--- src/rtl/gpr_ctrl_pkg.sv ---
// Shared constants, types and helpers for the GPR write-back controller.
package gpr_ctrl_pkg;

    localparam int XLEN_DEF = 32;
    localparam int NUM_DEF  = 32;
    localparam int REG_AW   = 5;

    typedef logic [REG_AW-1:0] reg_addr_t;

    // Successor of a round-robin index, wrapping modulo n.
    function automatic int rr_next(input int ptr, input int n);
        return (ptr + 1 >= n) ? 0 : ptr + 1;
    endfunction

endpackage

--- src/rtl/rr_arbiter.sv ---
// Round-robin arbiter: one-hot combinational grant, pointer advances past the
// granted requester when the caller reports a transfer.
module rr_arbiter
    import gpr_ctrl_pkg::*;
#(
    parameter int N = 3
) (
    input  logic         clock,
    input  logic         reset_n,
    input  logic [N-1:0] req,
    input  logic         advance,
    output logic [N-1:0] gnt
);

    localparam int PW = (N > 1) ? $clog2(N) : 1;

    logic [PW-1:0] ptr;
    logic [PW-1:0] rank [N];
    logic [N-1:0]  lower [N];
    logic [PW-1:0] nxt_acc [N+1];

    assign nxt_acc[0] = '0;

    genvar gi, gj;
    generate
        for (gi = 0; gi < N; gi++) begin : g_req
            // Distance from the pointer; rank 0 is the highest priority.
            assign rank[gi] = PW'((gi + N - int'(ptr)) % N);
            for (gj = 0; gj < N; gj++) begin : g_cmp
                assign lower[gi][gj] = req[gj] && (rank[gj] < rank[gi]);
            end
            assign gnt[gi] = req[gi] && !(|lower[gi]);
            assign nxt_acc[gi+1] = nxt_acc[gi] | (gnt[gi] ? PW'(rr_next(gi, N)) : '0);
        end
    endgenerate

    always_ff @(posedge clock or negedge reset_n) begin
        if (!reset_n) begin
            ptr <= '0;
        end else if (advance) begin
            ptr <= nxt_acc[N];
        end
    end

endmodule

--- src/rtl/gpr_wb_ctrl.sv ---
// Write-back controller: round-robin share of the register-file write port plus
// a busy scoreboard for RAW/WAW detection. Optional macro GPR_WB_FORWARD_EN.
module gpr_wb_ctrl
    import gpr_ctrl_pkg::*;
#(
    parameter  int XLEN = XLEN_DEF,
    parameter  int NUM  = NUM_DEF,
    parameter  int NREQ = 3,
    localparam int AW   = $clog2(NUM)
) (
    input  logic               clock,
    input  logic               reset_n,
    input  logic               issue_valid,
    input  logic [AW-1:0]      issue_rd,
    output logic               issue_ready,
    input  logic [AW-1:0]      rs1,
    input  logic [AW-1:0]      rs2,
    output logic               hazard_rs1,
    output logic               hazard_rs2,
    input  logic               flush,
    input  logic [NREQ-1:0]    wb_valid,
    input  logic [NREQ*AW-1:0] wb_rd,
    input  logic [NREQ*XLEN-1:0] wb_data,
    output logic [NREQ-1:0]    wb_ready,
`ifdef GPR_WB_FORWARD_EN
    output logic               fwd_hit1,
    output logic               fwd_hit2,
    output logic [XLEN-1:0]    fwd_data,
`endif
    output logic [AW-1:0]      addr_w,
    output logic [XLEN-1:0]    data_w
);

    logic [NUM-1:0]  busy;
    logic [NUM-1:0]  busy_set;
    logic [NUM-1:0]  busy_clr;
    logic            transfer;
    logic            issue_fire;
    logic [AW-1:0]   rd_acc   [NREQ+1];
    logic [XLEN-1:0] data_acc [NREQ+1];

    rr_arbiter #(.N(NREQ)) u_arb (
        .clock   (clock),
        .reset_n (reset_n),
        .req     (wb_valid),
        .advance (transfer),
        .gnt     (wb_ready)
    );

    assign transfer    = |(wb_valid & wb_ready);
    assign issue_ready = !busy[issue_rd];
    assign issue_fire  = issue_valid && issue_ready;

    assign rd_acc[0]   = '0;
    assign data_acc[0] = '0;

    genvar gi;
    generate
        // Grant is one-hot, so an OR-chain acts as the selection mux.
        for (gi = 0; gi < NREQ; gi++) begin : g_sel
            assign rd_acc[gi+1]   = rd_acc[gi]   | ({AW{wb_ready[gi]}}   & wb_rd[gi*AW +: AW]);
            assign data_acc[gi+1] = data_acc[gi] | ({XLEN{wb_ready[gi]}} & wb_data[gi*XLEN +: XLEN]);
        end
        for (gi = 0; gi < NUM; gi++) begin : g_sb
            if (gi == 0) begin : g_x0
                assign busy_set[gi] = 1'b0;
                assign busy_clr[gi] = 1'b0;
            end else begin : g_xn
                assign busy_set[gi] = issue_fire && (issue_rd == AW'(gi));
                assign busy_clr[gi] = transfer && (rd_acc[NREQ] == AW'(gi));
            end
        end
    endgenerate

    always_ff @(posedge clock or negedge reset_n) begin
        if (!reset_n) begin
            busy <= '0;
        end else if (flush) begin
            busy <= '0;
        end else begin
            busy <= (busy & ~busy_clr) | busy_set;
        end
    end

    always_ff @(posedge clock or negedge reset_n) begin
        if (!reset_n) begin
            addr_w <= '0;
            data_w <= '0;
        end else if (transfer) begin
            addr_w <= rd_acc[NREQ];
            data_w <= data_acc[NREQ];
        end else begin
            addr_w <= '0;
        end
    end

`ifdef GPR_WB_FORWARD_EN
    assign fwd_hit1   = (addr_w == rs1) && (rs1 != '0);
    assign fwd_hit2   = (addr_w == rs2) && (rs2 != '0);
    assign fwd_data   = data_w;
    assign hazard_rs1 = busy[rs1];
    assign hazard_rs2 = busy[rs2];
`else
    // The addr_w term covers the cycle between the busy clear and the file write.
    assign hazard_rs1 = busy[rs1] | ((addr_w == rs1) && (rs1 != '0));
    assign hazard_rs2 = busy[rs2] | ((addr_w == rs2) && (rs2 != '0));
`endif

endmodule

--- config.mk ---
export PLATFORM = sky130hd
export DESIGN_NAME = gpr_wb_ctrl
export DESIGN_NICKNAME = d
export VERILOG_FILES = /design/src/rtl/gpr_ctrl_pkg.sv /design/src/rtl/rr_arbiter.sv /design/src/rtl/gpr_wb_ctrl.sv
export SDC_FILE = /design/constraint.sdc
export NUM_CORES = 1
export LEC_CHECK = 0
export ABC_AREA = 1
export BUFFER_PORTS_ARGS = -buffer_cell sky130_fd_sc_hd__buf_4
export CAP_MARGIN = 10
export CORE_ASPECT_RATIO = 0.5
export CORE_MARGIN = 2
export CORE_UTILIZATION = 24
export CTS_CLUSTER_SIZE = 10
export DETAILED_ROUTE_END_ITERATION = 10
export PLACE_DENSITY = 0.5
export SLEW_MARGIN = 30
export SYNTH_ARGS = -nofsm -noshare
export SYNTH_HDL_FRONTEND = slang
export SYNTH_HIERARCHICAL = 1
export SYNTH_SLANG_ARGS = --single-unit
--- constraint.sdc ---
create_clock -name clock -period 2.3 [get_ports clock]
set_input_delay 0.115 -clock clock [delete_from_list [all_inputs] [get_ports clock]]
set_output_delay 0.115 -clock clock [all_outputs]
set_load 0.005 [all_outputs]
==> impl_metrics.yaml <==
worst_setup_path:
  cp_slowest_stage_delay_ns: 0.39
  worstSetupEndpointType: "flop"
  path_cells: "inv_1 > ha_1 > nand2_1 > nand2_1 > nor2_4 > buf_4 > nand2_1 > nand3_2 > nand4_1 > buf_6 > o21ai_0 > a21oi_1"
  reg2reg_slack_ns: 0.16
  required_ns: 2.49
  cp_max_fo: 15
  critPathLaunch: "u_arb/ptr[0]"
  worstSetupPathType: "flop to flop"
  r2r_cells: 12
  cp_common_cell: "nand2_1"
  r2r-end: "busy[1]"
  arrival_ns: 2.33
  worstPathBufferInverterCount: 3
  slowest_stage: "dfrtp_1"
  cp_top_family: "simple AND/OR/NAND/NOR gates"
  cp-start-kind: "flop"
  rr_startpoint: "u_arb/ptr[0]"
min_path:
  hold_path.class: "primary input to flop"
  holdPathEnd: "data_w[1]"
  worstHoldStart: "wb_data[65]"
  hold_depth: 3
global_routing:
  grt_pass1_wl_um: 30900
  track_usage_pct: 17.6
  grt_max_degree: 71
  grt_pass1_vias: 5554
  antenna_found_initial: 0
  grt_overflow: 0
logic_synthesis:
  synth_area_leaders: "dfrtp_1 34%, nand2_1 15%, o21ai_0 5.9%, nand3_2 5.7%, nor2_1 5.5%"
  synth_top_area_share_pct: 34.1
  synth_seq_cells: 70
  synth_nets: 859
  syn_inst: 722
  synth_warnings: 6
  seq_area_frac_synth_pct: 34.1
  synth.distinct_cells: 35
  netlist_area_um2: 5140
  synth_top_cell_by_area: "dfrtp_1"
  syn_area_per_cell_um2: 7.11
place:
  place_area_um2: 6700
  dp_hpwl_um: 14700
  port_buffers: 175
  numPlacedInstances: 1142
  place_ws_ns: 0.0557
  globalplace.congestion: 0.864
power_and_ir_drop:
  power.switching_mw: 2.21
  p_int_mw: 3.54
  power_density_nw_per_um2: 811
  p_total_mw: 5.75
  pwr-share-seq_pct: 31.3
  p_leak_nw: 3.07
  clkPwrFrac_pct: 26.1
  ir_worst_vdd_mv: 0.408
  swShare_pct: 38.5
  power_frac_comb_pct: 42.7
floorplan:
  pin_count: 176
  initial_core_util_pct: 24.7
  dieArea_um2: 22700
  core_area_um2: 20800
  die_h_um: 107
  die_x_um: 211
  rows: 37
routing:
  drc: 0
  ant_nets: 0
  routed_wl_um: 20000
  drt_pass1_iterations: 6
  wl_per_cell_um: 17.2
  route.vias.total: 5667
  initialDrtViolationCount: 382
  viasPerCell: 4.88
timing:
  clock_skew_ns: 0.0129
  period_share_pct: 93.1
  fmax_ghz: 0.467
  worstMarginPinSlew_ns: 0.748
  finalSetupViolations: 0
  final.setup.tns_ns: 0
  slew_violations: 0
  fin_ws_ns: 0.159
  slew_headroom_pct: 50.1
  hold_viol: 0
  final.min_clock_period_ns: 2.14
layout:
  diodes: 0
  nets: 1020
  fin_cells: 1161
  multiInputGateArea_um2: 3000
  fillers: 2188
  area.growth.synth_to_final_pct: 38.0
  layout_common_cells: "211 x nand2_1, 190 x buf_4, 72 x nor2_1, 70 x dfrtp_1, 42 x inv_1"
  final-seq-area_um2: 1750
  stdcell_area_um2: 7090
  final_common_cell: "nand2_1"
  layout-drive-gt1-share_pct: 32.9
clock_network:
  clk_latency_ns: 0.34
  cts_buffers: 9
  clk_pin_slew_ns: 0.07
  root_buffer: "clkbuf_16"
  cts_tree: "built"
  cts.sinks: 70
  ctsLongestPathBuffers: 2
  htree_levels: 3
run:
  max-cap-violations: 0
run_status:
  status: "finished clean"
## flip-flops by register name, indices dropped and copies added (netlist names)
| name | cells |
|---|---|
| addr_w | 5 |
| busy | 31 |
| u_arb/ptr | 2 |
| data_w | 32 |
## worst reg2reg max path: stages (launching register included)
cell     delay (ns)
dfrtp_1        0.39
inv_1          0.08
ha_1           0.31
nand2_1        0.07
nand2_1        0.07
nor2_4         0.21
buf_4          0.15
nand2_1        0.05
nand3_2        0.09
nand4_1        0.11
buf_6          0.19
o21ai_0        0.17
a21oi_1        0.09
## metal layers
layer	part of all wire (%)	track usage [%]	vias to the layer above
li1	-	-	2759
met1	44	23.3	2717
met2	48	29.3	174
met3	7.2	3.82	17
met4	1.4	3.92	0
met5	0	0	-
## power groups by stage
stage	combinational (mW)	clock, mW	sequential (mW)
after floorplan	1.16	0	1.80
after global placement	2.41	0	1.80
after detailed placement	2.41	0	1.81
after CTS	2.41	1.53	1.80
after global routing	2.72	1.58	1.85
final	2.45	1.50	1.80
## synthesized netlist by cell type
library cell	n
dfrtp_1	70
buf_4	3
nor2_4	1
ha_1	4
nand2_4	1
nor3_1	22
nand4_1	5
buf_12	3
clkbuf_4	1
and3_1	1
a21oi_1	25
nand2_2	4
o22ai_1	2
buf_2	5
o21ai_1	1
nand2_1	211
a31oi_1	6
inv_1	43
a21oi_2	29
o211ai_1	12
clkinv_1	2
o41ai_1	1
xor2_1	5
o21ai_0	61
nand3_1	29
a41oi_1	32
inv_4	1
buf_6	3
nor2_1	75
buf_1	1
clkbuf_1	30
xnor2_1	2
nor2_2	1
inv_2	1
nand3_2	29
## metrics by stage
stage / hold slack [ns] / utilization (%)
final: 0.0611 / 34.1
after CTS: 0.0500 / 33.8
after global routing: 0.0599 / 34.1
after detailed placement: 0.202 / 32.2
after floorplan: -0.181 / -
after global placement: 0.341 / 32.2
## area by class of cell
class                   instances  area share (%)
clock buffers                   9            3.18
clock inverters                 7            1.22
inverters                      47            2.52
multi-input cells             559            42.4
flip-flops and latches         70            24.7
well taps                     273            4.82
repair buffers                196            21.2
## worst max path at each step
stage               end  slack (ns)  depth (start not counted)
3_5_place_dp    busy[4]        0.06                         11
3_3_place_gp   busy[20]        0.09                         11
4_1_cts         busy[4]        0.03                         11
6_report        busy[1]        0.16                         12
5_1_grt        busy[18]       -0.03                         12
2_1_floorplan  busy[21]        0.20                         12
## timing repair
action	in CTS	in global routing
setup endpoints to repair	0	54
hold buffers	1	0
buffers inserted	0	2
resized for setup	0	41
endpoints found under the hold margin	70	0
## cell families (layout without fill, tap and decap cells)
group                    after synthesis  after routing  share of synthesized area (%)
flip-flops                            70             70                           34.1
AND/OR/NAND/NOR                      379            379                           33.3
adder cells (fa/ha/maj)                4              4                          0.974
XOR/XNOR                               7              7                           1.19
buffers and inverters                 93            259                           8.65
AO/OA/AOI/OAI                        169            169                           21.8
No activity file was read; power rests on OpenSTA's default activity.
